==> config.mk <==
export PLATFORM = sky130hd
export DESIGN_NAME = multi_byte_add_sequencer_module
export DESIGN_NICKNAME = d
export VERILOG_FILES = /design/src/rtl/multi_byte_add_sequencer_module_pkg.sv /design/src/rtl/multi_byte_add_sequencer_module_adder.sv /design/src/rtl/multi_byte_add_sequencer_module.sv
export SDC_FILE = /design/constraint.sdc
export NUM_CORES = 1
export LEC_CHECK = 0
export ABC_AREA = 1
export ABC_CLOCK_PERIOD_IN_PS = 4900
export BUFFER_PORTS_ARGS = -buffer_cell sky130_fd_sc_hd__buf_4
export CAP_MARGIN = 10
export CELL_PAD_IN_SITES_DETAIL_PLACEMENT = 1
export CELL_PAD_IN_SITES_GLOBAL_PLACEMENT = 1
export CORE_AREA = 2 2 147 149
export DETAILED_ROUTE_END_ITERATION = 6
export DIE_AREA = 0 0 149 151
export PLACE_DENSITY = 0.56
export SETUP_SLACK_MARGIN = 0.1
export SYNTH_ARGS = -nofsm -noshare
export SYNTH_HDL_FRONTEND = slang
export SYNTH_SLANG_ARGS = --single-unit
==> constraint.sdc <==
create_clock -name clk -period 4.9 [get_ports clk]
set_input_delay 0.245 -clock clk [delete_from_list [all_inputs] [get_ports clk]]
set_output_delay 0.245 -clock clk [all_outputs]
set_load 0.01 [all_outputs]
==> src/rtl/multi_byte_add_sequencer_module_pkg.sv <==
// Shared constants for the byte-serial wide adder: FSM encoding and sizing.
package multi_byte_add_sequencer_module_pkg;
  localparam logic [1:0] IDLE = 2'd0;
  localparam logic [1:0] RUN  = 2'd1;
  localparam logic [1:0] DONE = 2'd2;

  localparam int NUM_BYTES_DEF = 4;
  // Wide enough to index up to 8 byte slices.
  localparam int IDX_W = 3;
endpackage

==> src/rtl/multi_byte_add_sequencer_module_adder.sv <==
// 8-bit ripple adder slice: {cout,sum} = a + b + cin.
module eight_bit_full_adder_module (
  input  logic [7:0] a,
  input  logic [7:0] b,
  input  logic       cin,
  output logic [7:0] sum,
  output logic       cout
);
  assign {cout, sum} = {1'b0, a} + {1'b0, b} + {8'b0, cin};
endmodule

==> src/rtl/multi_byte_add_sequencer_module.sv <==
// Byte-serial W-bit add/subtract: one 8-bit slice per clock, LSB first,
// with the inter-byte carry held in a register.
module multi_byte_add_sequencer_module
  import multi_byte_add_sequencer_module_pkg::*;
#(
  parameter int NUM_BYTES = NUM_BYTES_DEF
) (
  input  logic                   clk,
  input  logic                   reset,
  input  logic                   start,
  input  logic                   sub,
  input  logic [8*NUM_BYTES-1:0] a,
  input  logic [8*NUM_BYTES-1:0] b,
  input  logic                   cin,
  output logic                   busy,
  output logic                   done,
  output logic [8*NUM_BYTES-1:0] result,
  output logic                   cout,
  output logic                   ovf
);
  localparam int W = 8 * NUM_BYTES;
  localparam logic [IDX_W-1:0] LAST = IDX_W'(NUM_BYTES - 1);

  logic [1:0]                  state;
  logic [IDX_W-1:0]            idx;
  logic                        carry;
  logic [W-1:0]                a_reg, b_reg;
  logic [NUM_BYTES-1:0][7:0]   shadow, res_next;
  logic [7:0]                  a_byte, b_byte, sum;
  logic                        add_cout;

  assign a_byte = 8'(a_reg >> {idx, 3'b000});
  assign b_byte = 8'(b_reg >> {idx, 3'b000});

  eight_bit_full_adder_module u_slice (
    .a    (a_byte),
    .b    (b_byte),
    .cin  (carry),
    .sum  (sum),
    .cout (add_cout)
  );

  // Final word = stored lower slices plus the top slice still on the adder.
  always_comb begin
    res_next = shadow;
    res_next[NUM_BYTES-1] = sum;
  end

  always_ff @(posedge clk or posedge reset) begin
    if (reset) begin
      state  <= IDLE;
      idx    <= '0;
      carry  <= 1'b0;
      a_reg  <= '0;
      b_reg  <= '0;
      shadow <= '0;
      result <= '0;
      cout   <= 1'b0;
      ovf    <= 1'b0;
    end else begin
      case (state)
        IDLE: if (start) begin
          a_reg <= a;
          b_reg <= sub ? ~b : b;
          carry <= sub ? 1'b1 : cin;
          idx   <= '0;
          state <= RUN;
        end
        RUN: begin
          for (int i = 0; i < NUM_BYTES; i++)
            if (idx == IDX_W'(i)) shadow[i] <= sum;
          carry <= add_cout;
          if (idx == LAST) begin
            state  <= DONE;
            result <= res_next;
            cout   <= add_cout;
            // b_reg already holds the inverted operand for subtraction.
            ovf    <= (a_reg[W-1] == b_reg[W-1]) && (sum[7] != a_reg[W-1]);
          end else begin
            idx <= idx + 1'b1;
          end
        end
        DONE:    state <= IDLE;
        default: state <= IDLE;
      endcase
    end
  end

  assign busy = (state == RUN);
  assign done = (state == DONE);
endmodule
==> results of run 1 <==
[kinds of logic (layout without fill, tap and decap cells)]
logic type	after synthesis	in the layout	share of synthesized area, %
adder cells (fa/ha/maj)	14	14	3.08
AO/OA/AOI/OAI	159	159	13.9
XOR/XNOR	35	35	4.97
buffers and inverters	98	199	7.69
AND/OR/NAND/NOR	274	274	18.4
flip-flops	128	128	51.9
[stage by stage]
step,setup WS [ns],cell area (sq um),std cells
after floorplan,1.24,6170,708
after global placement,1.59,7080,1052
after detailed placement,1.46,7080,1052
after CTS,1.42,7710,1084
after global routing,1.11,7710,1084
final,1.55,7710,1084
[power breakdown]
part,internal (mW),switching [mW]
Clock,0.890,0.456
Combinational,1.00,1.91
Sequential,1.56,0.289
Total,3.46,2.65
[final timing paths]
check	depth (start not counted)	slack, ns	end
max	13	1.55	ovf$_DFFE_PP0P_
min	2	0.007	result[7]$_DFFE_PP0P_
max reg2reg	13	1.55	ovf$_DFFE_PP0P_
min reg2reg	2	0.47	result[1]$_DFFE_PP0P_
max in group asynchronous	3	3.61	idx[1]$_DFFE_PP0P_
min in group clk	3	0.02	a_reg[18]$_DFFE_PP0P_
[cell usage in the layout (no fill, tap or decap), drive strengths merged]
master / instances
nand2: 237
dfrtp: 128
o21ai: 110
buf: 107
inv: 58
a21oi: 40
clkbuf: 23
xor2: 20
nand3: 17
xnor2: 15
nor2: 14
ha: 12
o211ai: 8
clkinvlp: 4
bufinv: 4
nand4: 3
clkinv: 3
fa: 2
or2: 1
and2: 1
a21o: 1
nand3b: 1
[area by class of cell]
class / instances / area [sq um]
Sequential cell: 128 / 3200
Multi-Input combinational cell: 482 / 2490
Inverter: 60 / 235
Fill cell: 2495 / 13100
Timing Repair Buffer: 107 / 803
Clock buffer: 23 / 478
Clock inverter: 9 / 155
Tap cell: 275 / 344
[metal layers]
layer	track usage, %	routed length, microns	vias to the layer above	part of all wire [%]
met1	20.9	7990	2269	49
met3	4.04	647	17	4.0
met4	5.10	224	0	1.4
met5	0	0	-	0
met2	24.0	7350	91	45
li1	-	-	2444	-
[worst max-delay path, stage by stage, from the launching register on]
cell and delay [ns]:
dfrtp_1 0.94, clkinv_1 0.51, a21oi_1 0.25, o21ai_0 0.12, a21oi_1 0.25, ha_1 0.34
nand2_1 0.12, inv_1 0.04, a21oi_1 0.22, nand2_1 0.11, nand2_1 0.10, nand3_1 0.07
nand3_1 0.11, nand2_1 0.05
==> impl_metrics.csv, run 1 <==
group,metric,value,unit
run_status,status,"finished, final reports clean",
cells_and_area,drive_gt1_share,19.7,%
worst_setup_path,critPathLaunchType,"register",
drt,dr.pass1.iters,5,
logic_synthesis,avgSynthCellArea,8.71,sq um
worst_setup_path,end_kind,"register",
worst_setup_path,crit_required,5.21,ns
placement,hpwl,11.8,mm
floorplanning,boundaryPins,105,
logic_synthesis,synth.distinct_cells,34,
clocking,worst_skew_pair.late_latency,0.42,ns
drt,vias,4821,
logic_synthesis,ys.warnings.count,0,
clocking,clock-sinks,128,
cells_and_area,syn_to_final_growth,25.0,%
floorplanning,die_area,22500,sq um
logic_synthesis,synth.ff_latch_count,128,
drt,final_antenna_net_count,0,
timing,fmax,298,MHz
placement,io_buffers,104,
worst_setup_path,critPathKind,"register to register",
timing,hold_viol_final,0,
logic_synthesis,synth_top_area_share,51.9,%
clocking,cts_tree,"built",
clocking,htreeDepth,4,
logic_synthesis,ys_top_cells_by_count,"nand2_1, dfrtp_1, o21ai_0, inv_1, a21oi_1",
timing,rsz0062_at_grt,"no",
floorplanning,rows,53,
timing,layout_min_cycle_time,3.35,ns
timing,skew,0.0110,ns
cells_and_area,n_antenna_cell,0,
worst_setup_path,startpoint,"idx[1]$_DFFE_PP0P_",
placement,gp_congestion,0.781,
clocking,cts_made_buffers,17,
drt,drtIter0Drc,217,
grt,grtUsageTotal,15.4,%
drt,wl,16.2,mm
power_and_ir_drop,power.leakage,3.82,nW
timing,period_share,68.4,%
logic_synthesis,synthFlopType,"dfrtp_1",
timing,setup_viol,0,
logic_synthesis,ys_top_cells_by_area,"dfrtp_1, nand2_1, o21ai_0",
power_and_ir_drop,vdd_drop_max,0.000373,V
clocking,holdBufCountCts,0,
floorplanning,dieWidth,149,microns
floorplanning,start_util,29.6,%
logic_synthesis,syn_inst,708,
grt,grt_start_max_net_pins,81,
timing,slew_headroom,38.7,%
hold_path,hold_class,"primary input to async pin",
drt,vias_per_cell,4.45,
worst_setup_path,rr_startpoint,"idx[1]$_DFFE_PP0P_",
grt,grt_overflow,0,
cells_and_area,fin_util,37.0,%
clocking,cts_resized,0,
cells_and_area,nets,879,
logic_synthesis,yosysTopAreaCell,"dfrtp_1",
timing,worstMarginPinSlew,0.919,ns
grt,grt_antenna_before_repair,0,
logic_synthesis,synthesis.nets,791,
timing,timing.hold.ws,0.00656,ns
worst_setup_path,cp_max_fo,27,
grt,grt_pass1_wl,26.8,mm
logic_synthesis,synth-edff-count,0,
floorplanning,fp.dieH,151,microns
worst_setup_path,arrival,3.66,ns
logic_synthesis,synth_area,6170,sq um
logic_synthesis,postSynth.asyncResetShare,100,%
floorplanning,core_area,20800,sq um
clocking,postCtsSetupBuffers,0,
clocking,clk_pin_slew,0.05,ns
power_and_ir_drop,power,6.11,mW
job,drv_cap,0,
grt,grt_pass1_vias,5061,
drt,wl_per_cell,15.0,microns
logic_synthesis,seq_area_frac_synth,51.9,%
timing,finalMaxSlewViolations,0,
logic_synthesis,synth.most_common_cell,"nand2_1",
clocking,clk_root_buffer_cell,"clkbuf_16",
timing,fin_tns_setup,0,ns
power_and_ir_drop,power_density,793,nW/um^2
clocking,clock_tree.buffer_depth,2,
drt,drc_errors,0,
Note: power is estimated with default switching activity, not from simulation.
==> inputs of run 2 (changes only) <==
--- a/config.mk
+++ b/config.mk
@@ -6,7 +6,7 @@
 export NUM_CORES = 1
 export LEC_CHECK = 0
 export ABC_AREA = 1
-export ABC_CLOCK_PERIOD_IN_PS = 4900
+export ABC_CLOCK_PERIOD_IN_PS = 2700
 export BUFFER_PORTS_ARGS = -buffer_cell sky130_fd_sc_hd__buf_4
 export CAP_MARGIN = 10
 export CELL_PAD_IN_SITES_DETAIL_PLACEMENT = 1
@@ -14,7 +14,7 @@
 export CORE_AREA = 2 2 147 149
 export DETAILED_ROUTE_END_ITERATION = 6
 export DIE_AREA = 0 0 149 151
-export PLACE_DENSITY = 0.56
+export PLACE_DENSITY = 0.58
 export SETUP_SLACK_MARGIN = 0.1
 export SYNTH_ARGS = -nofsm -noshare
 export SYNTH_HDL_FRONTEND = slang
==> constraint.sdc (replaced) <==
create_clock -name clk -period 2.7 [get_ports clk]
set_input_delay 0.135 -clock clk [delete_from_list [all_inputs] [get_ports clk]]
set_output_delay 0.135 -clock clk [all_outputs]
set_load 0.01 [all_outputs]
==> impl_metrics.csv, run 2 (same netlist as run 1, synthesis figures left out) <==
group,metric,value,unit
timing,timing.hold.ws,0.00990,ns
timing,fin_tns_setup,0,ns
drt,final_antenna_net_count,0,
worst_setup_path,reg2reg_depth,12,
floorplanning,die_area,22500,sq um
floorplanning,start_util,29.6,%
power_and_ir_drop,seq_power_share,28.9,%
placement,hpwl,12.0,mm
placement,gp_congestion,0.795,
timing,finalMaxSlewViolations,0,
clocking,clk_root_buffer_cell,"clkbuf_16",
timing,rsz0062_at_grt,"yes",
clocking,cts_made_buffers,17,
grt,grt_pass1_wl,28.2,mm
cells_and_area,drive_gt1_share,22.4,%
timing,hold_viol_final,0,
power_and_ir_drop,pwr-share-clk,19.2,%
worst_setup_path,rr_startpoint,"idx[0]$_DFFE_PP0P_",
grt,grtUsageMet1,21.3,%
cells_and_area,fin_util,39.8,%
grt,grt_antenna_before_repair,0,
drt,dr.pass1.iters,4,
clocking,clock_tree.buffer_depth,2,
grt,gr-usage-met3,3.37,%
power_and_ir_drop,power_density,1400,nW/um^2
floorplanning,dieWidth,149,microns
placement,dpl_cell_area,7150,sq um
run_status,status,"finished, final reports clean",
cells_and_area,mostFrequentLayoutCell,"nand2_1",
cells_and_area,n_antenna_cell,0,
drt,drtIter0Drc,230,
worst_setup_path,arrival,2.78,ns
timing,layout_min_cycle_time,2.49,ns
cells_and_area,syn_to_final_growth,34.5,%
cells_and_area,seqCellArea,3210,sq um
worst_setup_path,end_kind,"register",
worst_setup_path,critPathLaunchType,"register",
grt,met2_usage,26.7,%
worst_setup_path,reg2reg_slack,0.21,ns
clocking,htreeDepth,4,
floorplanning,fp.dieH,151,microns
drt,vias_per_cell,4.51,
floorplanning,rows,53,
placement,io_buffers,104,
cells_and_area,multi_input_area,2560,sq um
worst_setup_path,crit_required,2.99,ns
timing,fmax,402,MHz
cells_and_area,fin_area,8290,sq um
hold_path,hold_class,"primary input to register",
timing,worstMarginPinSlew,0.851,ns
grt,grtUsageTotal,16.2,%
grt,grt_pass1_vias,5354,
grt,grt_start_max_net_pins,129,
drt,wl,17.2,mm
floorplanning,boundaryPins,105,
power_and_ir_drop,power_switching,5.19,mW
grt,grt_busiest_layer,"met2",
hold_path,worstHoldEndpoint,"b_reg[16]$_DFFE_PP0P_",
cells_and_area,nFillCells,2493,
drt,vias,5147,
clocking,clock-sinks,128,
cells_and_area,nets,937,
drt,drc_errors,0,
timing,slew_headroom,43.2,%
floorplanning,core_area,20800,sq um
power_and_ir_drop,power.leakage,4.06,nW
hold_path,hold_start,"b[16]",
timing,period_share,92.1,%
worst_setup_path,cp_max_fo,6,
hold_path,whs_path_depth,4,
power_and_ir_drop,p_comb_share,51.9,%
worst_setup_path,timing.rr.end,"res_next[12]$_DFFE_PP0P_",
power_and_ir_drop,switching_share,44.6,%
job,drv_cap,0,
worst_setup_path,critPathKind,"register to register",
timing,setup_viol,0,
clocking,worst_skew_pair.late_latency,0.42,ns
cells_and_area,final_cell_mix,"nand2_1, dfrtp_1, buf_4",
clocking,clk_pin_slew,0.06,ns
grt,grt_overflow,0,
power_and_ir_drop,p_int,6.45,mW
timing,skew,0.00842,ns
power_and_ir_drop,vdd_drop_max,0.000775,V
drt,wl_per_cell,15.1,microns
clocking,cts_tree,"built",
[run 2: changes by cell type in the layout (fill, tap and decap cells not counted), sizes merged]
cell         change
dlygate4sd3     +45
clkinvlp         -1
clkbuf           -2
inv              -1
clkinv           +6
bufinv           -2
buf             +13
[run 2: what timing repair did]
| item | CTS | global route |
|---|---|---|
| gates resized for setup | 5 | 24 |
| setup endpoints to repair | 17 | 23 |
| hold buffers | 45 | 0 |
| pin swaps | 1 | 12 |
| hold endpoints to repair | 172 | 0 |
| setup buffers | 1 | 4 |
[run 2: worst max path at each step]
stage | startpoint | end | depth (start not counted)
floorplan | idx[0]$_DFFE_PP0P_ | res_next[12]$_DFFE_PP0P_ | 12
global placement | idx[1]$_DFFE_PP0P_ | res_next[14]$_DFFE_PP0P_ | 11
detailed placement | idx[1]$_DFFE_PP0P_ | res_next[6]$_DFFE_PP0P_ | 11
CTS | idx[0]$_DFFE_PP0P_ | res_next[12]$_DFFE_PP0P_ | 10
global route | idx[1]$_DFFE_PP0P_ | res_next[23]$_DFFE_PP0P_ | 12
finish | idx[0]$_DFFE_PP0P_ | res_next[12]$_DFFE_PP0P_ | 12
[run 2: power by group through the flow]
stage / clock (mW) / combinational (mW) / sequential [mW]
floorplan: 0 / 3.70 / 3.30
detailed placement: 0 / 5.67 / 3.39
global route: 2.37 / 6.82 / 3.49
finish: 2.24 / 6.04 / 3.37
CTS: 2.28 / 5.90 / 3.37
global placement: 0 / 5.45 / 3.35
[run 2: cell type report]
type / count / area share, %
flip-flops and latches: 128 / 38.7
multi-input cells: 482 / 30.9
repair buffers: 165 / 16.6
clock buffers: 21 / 5.55
well taps: 275 / 4.15
inverters: 60 / 2.85
clock inverters: 11 / 1.37
[run 2: routing by layer]
layer / vias to the layer above / share of wire (%) / wire (microns)
met5: - / 0 / 0
met4: 0 / 1.5 / 258
met3: 19 / 3.9 / 666
met2: 101 / 48 / 8300
met1: 2475 / 46 / 7990
li1: 2552 / - / -
[run 2: metrics by stage]
stage | std cells | worst slack [ns] | power, mW
detailed placement | 1060 | 0.00605 | 9.06
CTS | 1138 | 0.130 | 11.6
global route | 1142 | 0.0658 | 12.7
global placement | 1060 | 0.0852 | 8.80
floorplan | 708 | 0.207 | 7.00
finish | 1142 | 0.214 | 11.6
[run 2: critical path, stage by stage, from the launching register on]
cell     delay (ns)
dfrtp_2        0.45
buf_6          0.15
nor2_4         0.07
nor2_1         0.04
o21ai_1        0.10
a21oi_2        0.09
fa_2           0.42
fa_2           0.42
nand2_2        0.10
nor2_2         0.04
nor2_2         0.12
xor2_2         0.23
o21ai_1        0.12
